<file path="config.mk">
export PLATFORM = sky130hd
export DESIGN_NAME = pc_fetch_unit
export DESIGN_NICKNAME = d
export VERILOG_FILES = /design/src/rtl/pc_fetch_unit.sv
export SDC_FILE = /design/constraint.sdc
export NUM_CORES = 1
export LEC_CHECK = 0
export CAP_MARGIN = 25
export CORE_ASPECT_RATIO = 1.5
export CORE_UTILIZATION = 49
export CTS_BUF_LIST = sky130_fd_sc_hd__clkbuf_16
export DETAILED_ROUTE_END_ITERATION = 8
export HOLD_SLACK_MARGIN = 0.03
export PLACE_DENSITY = 0.83
export SYNTH_ARGS = -nofsm -noshare
export SYNTH_HDL_FRONTEND = slang
export SYNTH_SLANG_ARGS = --single-unit
</file>
<file path="constraint.sdc">
create_clock -name CLK -period 5.6 [get_ports CLK]
set_input_delay 1.4 -clock CLK [delete_from_list [all_inputs] [get_ports CLK]]
set_output_delay 1.4 -clock CLK [all_outputs]
set_load 0.05 [all_outputs]
</file>
<file path="src/rtl/pc_fetch_unit.sv">
`default_nettype none
// ============================================================================
// pc_fetch_unit : PC register and req/ack instruction fetch with decoded IR
// Rev 1.0
// ============================================================================
module pc_fetch_unit #(
    parameter logic [31:0] RESET_PC      = 32'h0000_0000,
    parameter int unsigned FETCH_TIMEOUT = 16
) (
    input  logic        CLK,
    input  logic        Reset,
    output logic        imem_req,
    output logic [31:0] imem_addr,
    input  logic        imem_ack,
    input  logic [31:0] imem_rdata,
    output logic        ins_valid,
    input  logic        ins_done,
    input  logic        PCWre,
    input  logic [1:0]  PCSrc,
    output logic [5:0]  op,
    output logic [4:0]  rs,
    output logic [4:0]  rt,
    output logic [4:0]  rd,
    output logic [4:0]  sa,
    output logic [15:0] imm,
    output logic [31:0] curPC,
    output logic [31:0] nextPC,
    output logic        halted,
    output logic        fetch_err
);

    localparam int c_CNT_W = (FETCH_TIMEOUT > 1) ? $clog2(FETCH_TIMEOUT) : 1;
    localparam logic [c_CNT_W-1:0] c_CNT_LAST = c_CNT_W'(FETCH_TIMEOUT - 1);

    typedef enum logic [1:0] {
        S_FETCH = 2'd0,
        S_EXEC  = 2'd1,
        S_HALT  = 2'd2
    } state_t;

    state_t              r_state;
    state_t              w_stateNext;
    logic [31:0]         r_pc;
    logic [31:0]         r_ir;
    logic [c_CNT_W-1:0]  r_cnt;
    logic                r_fetchErr;
    logic [31:0]         w_pc4;
    logic [31:0]         w_nextPc;
    logic                w_loadIr;
    logic                w_commit;
    logic                w_timeout;

    always_ff @(posedge CLK or negedge Reset) begin
        if (!Reset) begin
            r_state <= S_FETCH;
        end else begin
            r_state <= w_stateNext;
        end
    end

    always_comb begin
        w_stateNext = r_state;
        w_loadIr    = 1'b0;
        w_commit    = 1'b0;
        w_timeout   = 1'b0;
        case (r_state)
            S_FETCH: begin
                if (imem_ack) begin
                    w_loadIr    = 1'b1;
                    w_stateNext = S_EXEC;
                end else if (r_cnt == c_CNT_LAST) begin
                    w_timeout   = 1'b1;
                    w_stateNext = S_HALT;
                end
            end
            S_EXEC: begin
                // PCWre/PCSrc only matter on the completing edge
                if (ins_done) begin
                    if (PCWre) begin
                        w_commit    = 1'b1;
                        w_stateNext = S_FETCH;
                    end else begin
                        w_stateNext = S_HALT;
                    end
                end
            end
            S_HALT:  w_stateNext = S_HALT;
            default: w_stateNext = S_HALT;
        endcase
    end

    always_ff @(posedge CLK or negedge Reset) begin
        if (!Reset) begin
            r_pc       <= RESET_PC;
            r_ir       <= 32'h0;
            r_cnt      <= '0;
            r_fetchErr <= 1'b0;
        end else begin
            if (w_loadIr) begin
                r_ir <= imem_rdata;
            end
            if (w_commit) begin
                r_pc <= w_nextPc;
            end
            if (w_timeout) begin
                r_fetchErr <= 1'b1;
            end
            if (r_state == S_FETCH && !imem_ack && !w_timeout) begin
                r_cnt <= r_cnt + 1'b1;
            end else begin
                r_cnt <= '0;
            end
        end
    end

    assign w_pc4 = r_pc + 32'd4;

    always_comb begin
        w_nextPc = w_pc4;
        case (PCSrc)
            2'b01:   w_nextPc = {w_pc4[31:28], r_ir[25:0], 2'b00};
            2'b10:   w_nextPc = w_pc4 + {{14{r_ir[15]}}, r_ir[15:0], 2'b00};
            default: w_nextPc = w_pc4;
        endcase
    end

    // Request is gated by Reset so it drops the instant reset asserts
    assign imem_req  = Reset && (r_state == S_FETCH);
    assign imem_addr = r_pc;
    assign ins_valid = (r_state == S_EXEC);
    assign halted    = (r_state == S_HALT);
    assign fetch_err = r_fetchErr;
    assign curPC     = r_pc;
    assign nextPC    = w_nextPc;

    assign op  = r_ir[31:26];
    assign rs  = r_ir[25:21];
    assign rt  = r_ir[20:16];
    assign rd  = r_ir[15:11];
    assign sa  = r_ir[10:6];
    assign imm = r_ir[15:0];

endmodule
`default_nettype wire

</file>
==> flow_summary.json, run 1 <==
{
  "status": "finished, final reports clean",
  "cts_hold_buf": 0,
  "numPortBuffers": 180,
  "antenna_found_initial": 0,
  "min_from": "r_cnt[0]$_DFF_PN0_",
  "startpoint": "curPC[3]$_DFFE_PN0P_",
  "drt_wl_total_mm": 19.7,
  "fin_crit_sh_pct": 97.0,
  "r2r_cells": 17,
  "cts_sinks": 71,
  "start_kind": "flop",
  "std_cell_rows": 49,
  "design_area_um2": 8320,
  "synth_top_flop_cell": "dfrtp_1",
  "timing.final.crit_period_ns": 5.43,
  "drt_first_pass_iters": 5,
  "drcViolationCount": 0,
  "grt_pass1_vias": 6078,
  "final_cells": 991,
  "slew_headroom_pct": 49.2,
  "nNetsFinal": 912,
  "r2r_setup_slack_ns": 1.81,
  "yosysTopAreaCellShare_pct": 29.6,
  "postSynthCellCount": 683,
  "hold_viol": 0,
  "clock_skew_ns": 0.00656,
  "dp.cells": 970,
  "drt_iter0_drc": 249,
  "grt_overflow_total": 0,
  "ys_seq_elements": 71,
  "via_per_inst": 5.88,
  "dieArea_um2": 12700,
  "slew_viol_final": 0,
  "p_leak_nw": 3.79,
  "endpoint": "nextPC[30]",
  "syn_to_final_growth_pct": 38.5,
  "pin_count": 181,
  "timing.rr.end": "curPC[31]$_DFFE_PN0P_",
  "yosysTopAreaCell": "dfrtp_1",
  "final_common_cell": "clkdlybuf4s50_1",
  "vias": 5825,
  "rsz0062_at_grt": "true",
  "ant_nets": 0,
  "ys_warn_count": 0,
  "timing.rr.start": "curPC[3]$_DFFE_PN0P_",
  "die_x_um": 92.4,
  "vdd_drop_max_mv": 0.127,
  "final_util_pct": 69.6,
  "synth_fp_nets": 762,
  "synth_edf_count": 0,
  "hp-class": "reg -> reg",
  "synth.avg_cell_area_um2": 8.80,
  "worstPathArrival_ns": 4.03,
  "syn-cell-area_um2": 6010,
  "htree_levels": 3,
  "antenna_cells": 0,
  "cp_max_fo": 5,
  "cp-end-kind": "output port",
  "setup-violations-final": 0,
  "chipHeight_um": 138,
  "crit_type": "reg -> out",
  "async_reset_ff_share_pct": 100,
  "final_cell_mix": "149 x clkdlybuf4s50_1, 68 x dfrtp_1, 48 x nand2_1, 48 x mux2_2, 46 x buf_4",
  "dpl_cell_area_um2": 7840,
  "numCtsBuffers": 9,
  "grt_max_degree": 46,
  "cts_tree": "yes",
  "grtUsageTotal_pct": 31.7,
  "required_ns": 4.20,
  "initial_core_util_pct": 50.2,
  "cts_root_buf": "clkbuf_16",
  "place_hpwl_mm": 15.4,
  "coreArea_um2": 12000,
  "tightest_slew_ns": 0.760,
  "maxCapViolCount": 0,
  "layout-drive-gt1-share_pct": 20.4,
  "clk_latency_ns": 0.34,
  "place.gp.congestion": 0.950,
  "grt_pass1_wl_mm": 30.8,
  "max_freq_ghz": 0.184,
  "path_clk_slew_ns": 0.07,
  "clock_path_buffers": 2,
  "synth_area_leaders": "dfrtp_1 30%, mux2_2 9.0%, ha_1 8.1%, buf_4 5.2%, a21oi_1 4.2%",
  "synth_cell_type_count": 65,
  "ys_seq_area_share_pct": 29.6,
  "wire_per_inst_um": 19.9,
  "p_per_area_nw_per_um2": 155,
  "fin_setup_tns_ns": 0
}
==> sequential cells by signal, summed over array words and instances, names as in the netlist <==
signal and flops:
r_ir 32, r_cnt 4, r_state 2, curPC 32
fetch_err 1
==> critical path, cell delays in order (launching register included) <==
cell,delay [ns]
dfrtp_2,0.42
ha_4,0.16
nand4_1,0.07
buf_4,0.18
nor4_4,0.30
and2_4,0.23
nand3_1,0.09
xnor2_1,0.17
ha_1,0.36
inv_2,0.08
o31ai_4,0.27
a31oi_1,0.15
o211ai_1,0.15
o211ai_1,0.13
buf_4,0.17
a311oi_2,0.26
mux2i_1,0.26
o21ai_1,0.11
buf_6,0.16
==> synthesized netlist by cell type (all sizes together) (2+ instances only) <==
library cell / instances
ha: 39
xnor2: 27
nand2: 48
o2111ai: 2
mux2: 48
nand3b: 2
o31ai: 4
o41ai: 2
clkbuf: 25
o31a: 6
o21a: 9
and4: 3
xor2: 18
a311oi: 2
and2: 15
or3: 2
and3: 13
nor2: 41
or2: 2
a22oi: 5
nor4: 3
a21oi: 52
a22o: 2
inv: 40
nand3: 20
a221oi: 9
a31o: 3
o21ai: 36
a21boi: 4
buf: 45
o21bai: 4
dfrtp: 71
nand4: 15
a211o: 3
o311ai: 2
mux2i: 4
o211ai: 5
a21o: 11
a211oi: 3
nor2b: 6
a31oi: 10
nor3: 10
nand2b: 3
==> routing by layer <==
metal  up-vias  global-route usage [%]  part of all wire, %  routed length, um
met5         -                       0                    0                  0
met4         0                    19.4                  6.1               1200
met3        70                    3.75                  3.8                755
met2       237                    62.0                   56              10900
met1      2806                    31.1                   35               6810
li1       2712                       -                    -                  -
==> how the worst min path moves through the flow <==
stage | end | slack (ns) | cells after the start
after global placement | r_cnt[0]$_DFF_PN0_ | 0.44 | 1
after detailed placement | r_cnt[0]$_DFF_PN0_ | 0.46 | 1
after CTS | r_cnt[0]$_DFF_PN0_ | 0.47 | 1
after global routing | r_cnt[0]$_DFF_PN0_ | 0.49 | 1
after floorplan | r_cnt[0]$_DFF_PN0_ | 0.43 | 1
final | r_cnt[0]$_DFF_PN0_ | 0.47 | 1
==> area by class of cell <==
| class | instances | area, um2 |
|---|---|---|
| clock buffers | 9 | 225 |
| clock inverters | 7 | 56.3 |
| fillers | 957 | 3630 |
| inverters | 40 | 150 |
| multi-input cells | 502 | 3820 |
| flip-flops and latches | 71 | 1780 |
| well taps | 153 | 191 |
| repair buffers | 209 | 2100 |
==> cell families after synthesis <==
logic type               share of synthesized area (%)
AND/OR/NAND/NOR                                   15.6
AO/OA/AOI/OAI                                     20.5
buffers and inverters                             9.56
flip-flops                                        29.6
multiplexers                                      9.66
XOR/XNOR                                          6.69
adder cells (fa/ha/maj)                           8.46
==> repair_timing <==
action,CTS,global route
setup buffers,2,3
resized for setup,8,34
pin swaps,4,7
endpoints found under the setup margin,11,15
==> metrics by stage <==
step | power, mW | worst slack, ns | hold WS (ns)
CTS | 1.31 | 0.0000537 | 0.470
detailed placement | 0.745 | 0.0489 | 0.462
floorplan | 0.632 | 0.00281 | 0.430
global route | 1.34 | -0.0642 | 0.488
global placement | 0.742 | 0.151 | 0.442
finish | 1.29 | 0.166 | 0.471
==> where the power goes <==
part | internal [mW] | switching, mW
logic | 0.0858 | 0.138
registers | 0.513 | 0.000192
clock network | 0.306 | 0.250
total | 0.905 | 0.388
Power figures use the tool's default switching activity.
==> run 2, diff against run 1 <==
CORE_ASPECT_RATIO = 0.6   (was 1.5)
CTS_CLUSTER_SIZE = 12   (was unset)
==> flow_summary.json, run 2 (synthesized netlist as in run 1, its figures left out) <==
{
  "initial_core_util_pct": 51.8,
  "worst-path-buf-inv": 2,
  "drt_iter0_drc": 628,
  "place_hpwl_mm": 16.3,
  "final_common_cell": "clkdlybuf4s50_1",
  "clock_path_buffers": 2,
  "maxCapViolCount": 0,
  "htree_levels": 3,
  "clock_skew_ns": 0.00614,
  "whs_ns": 0.489,
  "grt_max_degree": 45,
  "antenna_cells": 0,
  "numPortBuffers": 180,
  "syn_to_final_growth_pct": 39.8,
  "start_kind": "flop",
  "p_per_area_nw_per_um2": 159,
  "grt_overflow_total": 0,
  "coreArea_um2": 11600,
  "dieArea_um2": 12700,
  "nNetsFinal": 911,
  "drcViolationCount": 0,
  "drt_wl_total_mm": 21.4,
  "status": "finished, final reports clean",
  "setup-violations-final": 0,
  "cts_tree": "yes",
  "cp-end-kind": "output port",
  "max_freq_ghz": 0.183,
  "cp_top_family": "compound AO/OA/AOI/OAI gates",
  "hold_viol": 0,
  "required_ns": 4.20,
  "rsz0062_at_grt": "true",
  "slew_headroom_pct": 41.2,
  "worstPathArrival_ns": 4.08,
  "vdd_drop_max_mv": 0.129,
  "tightest_slew_ns": 0.882,
  "via_per_inst": 6.15,
  "layout-drive-gt1-share_pct": 20.9,
  "cp_cell_sequence": "buf_4 > nand4_1 > nor2_4 > and3_1 > xor2_1 > ha_1 > and4_1 > o21a_1 > o31a_1 > o41ai_4 > o21ai_0 > a21oi_1 > mux2_2 > a21oi_1 > buf_4",
  "slew_viol_final": 0,
  "place.gp.congestion": 0.933,
  "pin_count": 181,
  "cp_max_fo": 7,
  "vias": 6129,
  "max_stage_delay_ns": 0.38,
  "hp-class": "reg -> reg",
  "die_x_um": 145,
  "cts_root_buf": "clkbuf_16",
  "final_cell_mix": "147 x clkdlybuf4s50_1, 63 x dfrtp_1, 48 x nand2_1, 48 x mux2_2, 45 x a21oi_1",
  "clk_latency_ns": 0.33,
  "p_leak_nw": 3.80,
  "path_clk_slew_ns": 0.06,
  "grtUsageTotal_pct": 33.5,
  "final_util_pct": 72.4,
  "fin_crit_sh_pct": 97.8,
  "ant_nets": 0,
  "wire_per_inst_um": 21.4,
  "grt_pass1_wl_mm": 32.3,
  "fillCellCount": 802,
  "crit_type": "reg -> out",
  "crit_slowest_cell": "mux2_2",
  "chipHeight_um": 87.8,
  "cts_sinks": 71,
  "std_cell_rows": 30,
  "drt_first_pass_iters": 6,
  "grt_pass1_vias": 5664,
  "antenna_found_initial": 0,
  "numCtsBuffers": 9,
  "timing.final.crit_period_ns": 5.48,
  "cts_hold_buf": 0
}
run 2: cell types whose count changed in the layout (fill, tap and decap cells not counted), sizes merged:
cell           delta
buf               +1
bufinv            +1
clkdlybuf4s50     -2
clkinv            +2
inv               -3
run 2: area by class of cell:
cell class,instances,area (um2),share of cell area [%]
clock buffer,9,225,2.68
inverter,40,150,1.79
tap,160,200,2.38
sequential,71,1790,21.3
clock inverter,7,63.8,0.760
timing repair buffer,208,2170,25.8
multi-input combinational,502,3810,45.3
run 2: layer usage:
| layer | vias up | GRT usage [%] | part of all wire, % |
|---|---|---|---|
| met5 | - | 0 | 0 |
| met4 | 0 | 6.58 | 1.5 |
| met3 | 46 | 12.3 | 14 |
| met2 | 476 | 46.2 | 39 |
| met1 | 2893 | 49.4 | 45 |
| li1 | 2714 | - | - |
run 2: repair_timing:
| item | 4_1_cts | 5_1_grt |
|---|---|---|
| setup buffers | 1 | 5 |
| setup endpoints to repair | 4 | 11 |
| pin swaps | 0 | 5 |
| resized for setup | 7 | 34 |
run 2: power breakdown:
part | leakage, nW | internal, mW | switching (mW) | total [mW]
logic | 2.70 | 0.0966 | 0.146 | 0.243
registers | 0.956 | 0.513 | 0.000315 | 0.514
clock network | 0.139 | 0.341 | 0.235 | 0.576
run 2: worst reg2reg max path: stages (launching register included):
cell	delay [ns]
dfrtp_1	0.43
ha_1	0.25
nand3_1	0.13
nor2_1	0.10
nand2_1	0.07
xor2_1	0.21
inv_1	0.09
ha_1	0.38
and4_1	0.31
o21a_1	0.18
o31a_1	0.20
nor2_1	0.08
xnor2_1	0.15
a221oi_1	0.56
a21oi_1	0.21
mux2_2	0.32
run 2: final timing paths:
kind                       slack [ns]  depth (start not counted)                    end                 start
max                              0.12                         15             nextPC[18]  curPC[2]$_DFFE_PN0P_
min                              0.49                          1     r_cnt[0]$_DFF_PN0_    r_cnt[0]$_DFF_PN0_
max reg2reg                      1.81                         15  curPC[12]$_DFFE_PN0P_  curPC[3]$_DFFE_PN0P_
min reg2reg                      0.49                          1     r_cnt[0]$_DFF_PN0_    r_cnt[0]$_DFF_PN0_
max in group asynchronous        3.62                          2   curPC[5]$_DFFE_PN0P_                 Reset
min in group asynchronous        1.00                          1  curPC[11]$_DFFE_PN0P_                 Reset
run 2: through the flow:
| step | cells | worst slack [ns] | area, um2 | setup TNS, ns | total power [mW] |
|---|---|---|---|---|---|
| 6_report | 997 | 0.123 | 8400 | 0 | 1.33 |
| 4_1_cts | 992 | 0.0317 | 8240 | 0 | 1.33 |
| 5_1_grt | 997 | -0.0656 | 8400 | -0.173 | 1.37 |
| 3_3_place_gp | 975 | 0.363 | 7920 | 0 | 0.760 |
| 3_5_place_dp | 975 | 0.294 | 7920 | 0 | 0.761 |
| 2_1_floorplan | 683 | 0.00281 | 6020 | 0 | 0.632 |
